===== config.mk =====
export PLATFORM = sky130hd
export DESIGN_NAME = muldiv_unit
export DESIGN_NICKNAME = d
export VERILOG_FILES = /design/src/rtl/muldiv_unit.sv
export SDC_FILE = /design/constraint.sdc
export NUM_CORES = 1
export LEC_CHECK = 0
export BUFFER_PORTS_ARGS = -buffer_cell sky130_fd_sc_hd__buf_4
export CAP_MARGIN = 20
export CORE_UTILIZATION = 35
export CTS_CLUSTER_SIZE = 40
export DETAILED_ROUTE_END_ITERATION = 10
export GPL_TIMING_DRIVEN = 1
export PLACE_DENSITY = 0.58
export SETUP_SLACK_MARGIN = 0.05
export SLEW_MARGIN = 20
export SYNTH_ARGS = -nofsm -noshare
export SYNTH_HDL_FRONTEND = slang
export SYNTH_SLANG_ARGS = --single-unit

===== constraint.sdc =====
create_clock -name clk -period 7.85 [get_ports clk]
set_input_delay 1.57 -clock clk [delete_from_list [all_inputs] [get_ports clk]]
set_output_delay 1.57 -clock clk [all_outputs]
set_load 0.01 [all_outputs]

===== src/rtl/muldiv_unit.sv =====
// muldiv_unit: iterative RV32M/RV64M multiply/divide unit with a tagged valid/ready handshake
module muldiv_unit #(
    parameter int XLEN = 32,
    parameter int BITS_PER_CYCLE = 1,
    parameter int TAG_W = 5
) (
    input  logic             clk,
    input  logic             rst,
    input  logic             reqValid,
    output logic             reqReady,
    input  logic [2:0]       op,
    input  logic [XLEN-1:0]  rs1,
    input  logic [XLEN-1:0]  rs2,
    input  logic [TAG_W-1:0] reqTag,
    input  logic             flush,
    output logic             busy,
    output logic             respValid,
    output logic [XLEN-1:0]  result,
    output logic [TAG_W-1:0] respTag
);
    localparam int N = XLEN / BITS_PER_CYCLE;
    localparam int CW = $clog2(N) + 1;
    typedef enum logic [1:0] {IDLE, CALC, FIXUP, DONE} stateT;
    stateT state, stateNext;
    logic [2:0] opReg;
    logic [TAG_W-1:0] tagReg;
    logic neg1, neg2;
    logic [XLEN-1:0] opB;
    logic [2*XLEN-1:0] acc;
    logic [XLEN:0] rem;
    logic [CW-1:0] cnt;
    logic accept, sgn1, sgn2, neg1In, neg2In, divZero, divOvf, special;
    logic [XLEN-1:0] abs1, abs2, specVal, fixVal, quo, remOut, dQ;
    logic [2*XLEN-1:0] prod, mAcc;
    logic [XLEN:0] dR, mSum;
    logic [XLEN+1:0] trial;

    assign reqReady = state == IDLE && !rst;
    assign busy = state != IDLE;
    assign respValid = state == DONE && !flush;
    assign accept = reqValid && reqReady && !flush;
    assign sgn1 = op[2] ? !op[0] : op != 3'b011;
    assign sgn2 = op[2] ? !op[0] : !op[1];
    assign neg1In = sgn1 && rs1[XLEN-1];
    assign neg2In = sgn2 && rs2[XLEN-1];
    assign abs1 = neg1In ? -rs1 : rs1;
    assign abs2 = neg2In ? -rs2 : rs2;
    assign divZero = op[2] && rs2 == '0;
    assign divOvf = op[2] && !op[0] && rs1 == {1'b1, {(XLEN-1){1'b0}}} && &rs2;
    assign special = divZero || divOvf;
    assign specVal = divZero ? (op[1] ? rs1 : '1) : (op[1] ? '0 : rs1);

    // acc holds multiplier/product for MUL*, and dividend/quotient in its low word for DIV*
    always_comb begin
        mAcc = acc;
        dQ = acc[XLEN-1:0];
        dR = rem;
        mSum = '0;
        trial = '0;
        for (int i = 0; i < BITS_PER_CYCLE; i++) begin
            mSum = {1'b0, mAcc[2*XLEN-1:XLEN]} + (mAcc[0] ? {1'b0, opB} : '0);
            mAcc = {mSum, mAcc[XLEN-1:1]};
            dR = {dR[XLEN-1:0], dQ[XLEN-1]};
            trial = {1'b0, dR} - {2'b0, opB};
            dQ = {dQ[XLEN-2:0], !trial[XLEN+1]};
            dR = trial[XLEN+1] ? dR : trial[XLEN:0];
        end
    end

    assign prod = (neg1 ^ neg2) ? -acc : acc;
    assign quo = (neg1 ^ neg2) ? -acc[XLEN-1:0] : acc[XLEN-1:0];
    assign remOut = neg1 ? -rem[XLEN-1:0] : rem[XLEN-1:0];
    assign fixVal = opReg[2] ? (opReg[1] ? remOut : quo)
                             : (opReg[1:0] == 2'b00 ? prod[XLEN-1:0] : prod[2*XLEN-1:XLEN]);

    always_comb begin
        stateNext = state;
        case (state)
            IDLE:    stateNext = accept ? (special ? DONE : CALC) : IDLE;
            CALC:    stateNext = cnt == CW'(N - 1) ? FIXUP : CALC;
            FIXUP:   stateNext = DONE;
            DONE:    stateNext = IDLE;
            default: stateNext = IDLE;
        endcase
        if (flush && state != IDLE) stateNext = IDLE;
    end

    always_ff @(posedge clk) begin
        if (rst) begin
            state <= IDLE;
            cnt <= '0;
            result <= '0;
            respTag <= '0;
        end else begin
            state <= stateNext;
            if (accept) begin
                opReg <= op;
                tagReg <= reqTag;
                neg1 <= neg1In;
                neg2 <= neg2In;
                opB <= op[2] ? abs2 : abs1;
                acc <= {{XLEN{1'b0}}, op[2] ? abs1 : abs2};
                rem <= '0;
                cnt <= '0;
                if (special) begin
                    result <= specVal;
                    respTag <= reqTag;
                end
            end
            if (state == CALC) begin
                acc <= opReg[2] ? {{XLEN{1'b0}}, dQ} : mAcc;
                rem <= dR;
                cnt <= cnt + CW'(1);
            end
            if (state == FIXUP && !flush) begin
                result <= fixVal;
                respTag <= tagReg;
            end
        end
    end
endmodule


==> qor.log <==
qor: die.core-area 44,400 µm²
qor: clock_tree.clock_latency 0.46 ns
qor: worst_hold_path.timing.hold.worst_path_depth 2
qor: drt.drt_first_pass_iters 6
qor: logic_synthesis.yosys_register_bits 183
qor: die.die_h 215 µm
qor: clock_tree.cts-hold-fix-buffers 0
qor: clock_tree.cts_post_setup_buffers_inserted 0
qor: timing.grt_setup_unrepaired no
qor: drt.drcViolationCount 0
qor: clock_tree.clk_transition_reported_paths 0.07 ns
qor: layout.layout.cells.most_common_list nor2_1, nand2_1, a21oi_1, edfxtp_1, buf_4
qor: logic_synthesis.mappedNetlistArea 15,900 µm²
qor: logic_synthesis.yosys_most_used_dff edfxtp_1
qor: run_status.status completed
qor: timing.max-slew-margin-rel 38.1%
qor: clock_tree.cts-root-to-sink-buffers 2
qor: setup_path.worstSetupPathDepth 12
qor: global_route.globalRouteTotalUtil 25.2%
qor: setup_path.timing_worst_setup_path_type in -> reg
qor: die.boundaryPins 116
qor: drt.avgRoutedWirePerCell 23.4 µm
qor: timing.finalSetupTns 0 ns
qor: die.floorplan.die.width 215 µm
qor: setup_path.worstSetupEndpointType flip-flop
qor: layout.area_growth_syn_to_layout 12.5%
qor: layout.antenna_cells 0
qor: timing.finalHoldViolations 0
qor: clock_tree.post_cts_resize_count 0
qor: global_route.vias_in_the_first_global_route 13,800
qor: die.placement_rows 77
qor: logic_synthesis.post_synth_arst_share 0%
qor: clock_tree.tritoncts.num_buffers 17
qor: setup_path.critical-path-max-stage-delay 0.66 ns
qor: global_route.grt_first_pass_wirelength 87.5 mm
qor: timing.worst_hold_slack 0.476 ns
qor: worst_hold_path.min-delay-path-class reg -> reg
qor: setup_path.critical_path.most_common_cell nor2_1
qor: timing.maxClockFrequency 220 MHz
qor: global_route.globalRouteOverflowTotal 0
qor: setup_path.crit_path_cell_trace buf_4 > inv_1 > ha_1 > or4b_2 > nor4_2 > nand2_1 > nor3_1 > nor2_1 > nor2_4 > nor2_1 > a22oi_1 > o22ai_1
qor: timing.timing.final.ws_setup 3.31 ns
qor: setup_path.critical_path_buf_inv_count 2
qor: logic_synthesis.synth.top_cells.by_area edfxtp_1, xor2_1, dfxtp_1
qor: clock_tree.tritoncts built
qor: die.start_util 35.7%
qor: place.finalWeightedCongestion 0.968
qor: timing.report.final.setup_viol 0
qor: setup_path.required 8.15 ns
qor: layout.layout.nets 2,089
qor: global_route.grt_start_max_net_pins 97
qor: logic_synthesis.postSynthCellCount 1,888
qor: drt.drt-initial-drc-count 1,707
qor: pwr.p_leak 6.69 nW
qor: die.dieArea 46,200 µm²
qor: setup_path.crit_arrival 4.85 ns
qor: logic_synthesis.synth-edff-count 138
qor: setup_path.cp_max_fo 26
qor: global_route.grt_antenna_before_repair 0
qor: layout.postLayoutCoreUtil 40.2%
qor: clock_tree.ctsRootBufferMaster clkbuf_16
qor: logic_synthesis.yosys_warnings 0
qor: setup_path.setup.worst_path.start_class input port
qor: logic_synthesis.synth_cell_type_count 81
qor: drt.route.vias.total 15,100
qor: pwr.powerDensity 143 nW/µm²
qor: clock_tree.htree_num_levels 4
qor: timing.shortest_period_the_worst_path_allows 4.54 ns
qor: logic_synthesis.average_instance_area_after_synthesis 8.40 µm²
qor: drt.final_wirelength 59.6 mm
qor: pwr.power 2.56 mW
qor: timing.worst_pin_slew 0.923 ns
qor: drt.route.detailed.vias_per_inst 5.94
qor: setup_path.worstRegToRegCells 9
qor: logic_synthesis.synthesis.nets 2,036
qor: logic_synthesis.biggest_area_consumer_among_synthesized_cells edfxtp_1
qor: setup_path.crit_slowest_cell or4b_2
qor: place.numPortBuffers 115
qor: pwr.vdd_drop_max 151 µV
qor: place.placement.setup.worst_slack 2.94 ns
qor: flow_run.max_cap_viol_count 0
qor: setup_path.path_delay_family simple AND/OR/NAND/NOR gates
qor: drt.final_antenna_net_count 0
qor: timing.timing.final.crit_share 57.9%
qor: place.detailedPlacementHpwl 46.0 mm
qor: timing.finalMaxSlewViolations 0
qor: logic_synthesis.sequential_share_of_the_synthesized_area 31.8%
qor: timing.worst_clock_skew 0.0148 ns
qor: layout.final_common_cell nor2_1
qor: layout.layout_cell_share_with_drive_strength_beyond_1 10.2%
qor: clock_tree.clock_sinks 183
qor: logic_synthesis.post-synth-top-area-fraction 26.1%
==> worst paths after layout <==
kind,from,end,slack (ns)
min,result[0],result[0],0.48
max,rs1[0],result[30],3.31
max reg2reg,acc[5],result[12],3.54
min reg2reg,result[0],result[0],0.48
==> state kept, by name (all words and copies together), names as in the netlist <==
signal,cells
tagReg,5
respTag,5
neg2,1
cnt,6
neg1,1
rem,32
opB,32
state,2
result,32
acc,64
opReg,3
==> area by class of cell <==
cell class / instances / area [µm²]
Fill cell: 4522 / 26600
Multi-Input combinational cell: 1526 / 10200
Sequential cell: 183 / 5040
Timing Repair Buffer: 137 / 1040
Tap cell: 592 / 741
Clock buffer: 21 / 493
Inverter: 76 / 285
Clock inverter: 11 / 81.3
==> worst register-to-register path, delay by kind of cell (launching register included) <==
kind / cells / cell delay [ns]
DFF: 1 / 0.50
and+or+nand+nor: 5 / 2.32
xor gates and xnor gates: 1 / 0.23
AOI/OAI and AO/OA: 3 / 1.10
==> per-stage QoR <==
| stage | std cells | area [µm²] |
|---|---|---|
| floorplan | 1888 | 15900 |
| finish | 2546 | 17800 |
| CTS | 2546 | 17800 |
| detailed placement | 2514 | 17300 |
| global placement | 2514 | 17300 |
| global route | 2546 | 17800 |
==> routing by layer <==
metal	vias to the layer above	global-route usage, %	part of all wire [%]
li1	7140	-	-
met1	7249	34.9	44
met2	652	38.4	44
met3	88	4.52	7.7
met4	0	10.5	3.9
met5	-	0	0
==> synth_stat cells (9+ instances only) <==
library cell,number
nand2_1,160
nor4_1,11
and2_1,11
a311oi_1,17
clkbuf_1,86
a21o_1,29
o22ai_1,10
o21ai_0,119
a31oi_1,17
o41ai_1,22
xor2_1,103
xnor2_1,84
a211oi_1,13
nor2_1,188
o31ai_1,67
a221oi_1,10
nand3_1,33
inv_1,75
mux2i_1,79
or3_1,26
nor2b_1,9
or4_1,23
edfxtp_1,138
nand4_1,46
nand2b_1,15
nor3_1,56
o211ai_1,13
maj3_1,27
dfxtp_1,45
ha_1,70
a21oi_1,158
==> logic make-up (layout without fill, tap and decap cells) <==
| family | Yosys count | in the layout | share of synthesized area (%) |
|---|---|---|---|
| mux | 81 | 81 | 5.13 |
| buf+inv | 179 | 245 | 4.41 |
| flops | 183 | 183 | 31.8 |
| simple gates | 616 | 616 | 18.9 |
| xor+xnor | 187 | 187 | 10.3 |
| compound gates | 543 | 543 | 21.9 |
| fa+ha+maj | 99 | 99 | 7.48 |
==> power by group <==
| group | switching [mW] | total [mW] | internal (mW) | leakage (nW) |
|---|---|---|---|---|
| sequential | 0.0384 | 1.12 | 1.08 | 1.64 |
| clock | 0.413 | 0.870 | 0.457 | 0.293 |
| combinational | 0.365 | 0.572 | 0.207 | 4.76 |
(Power assumes the default switching activity.)
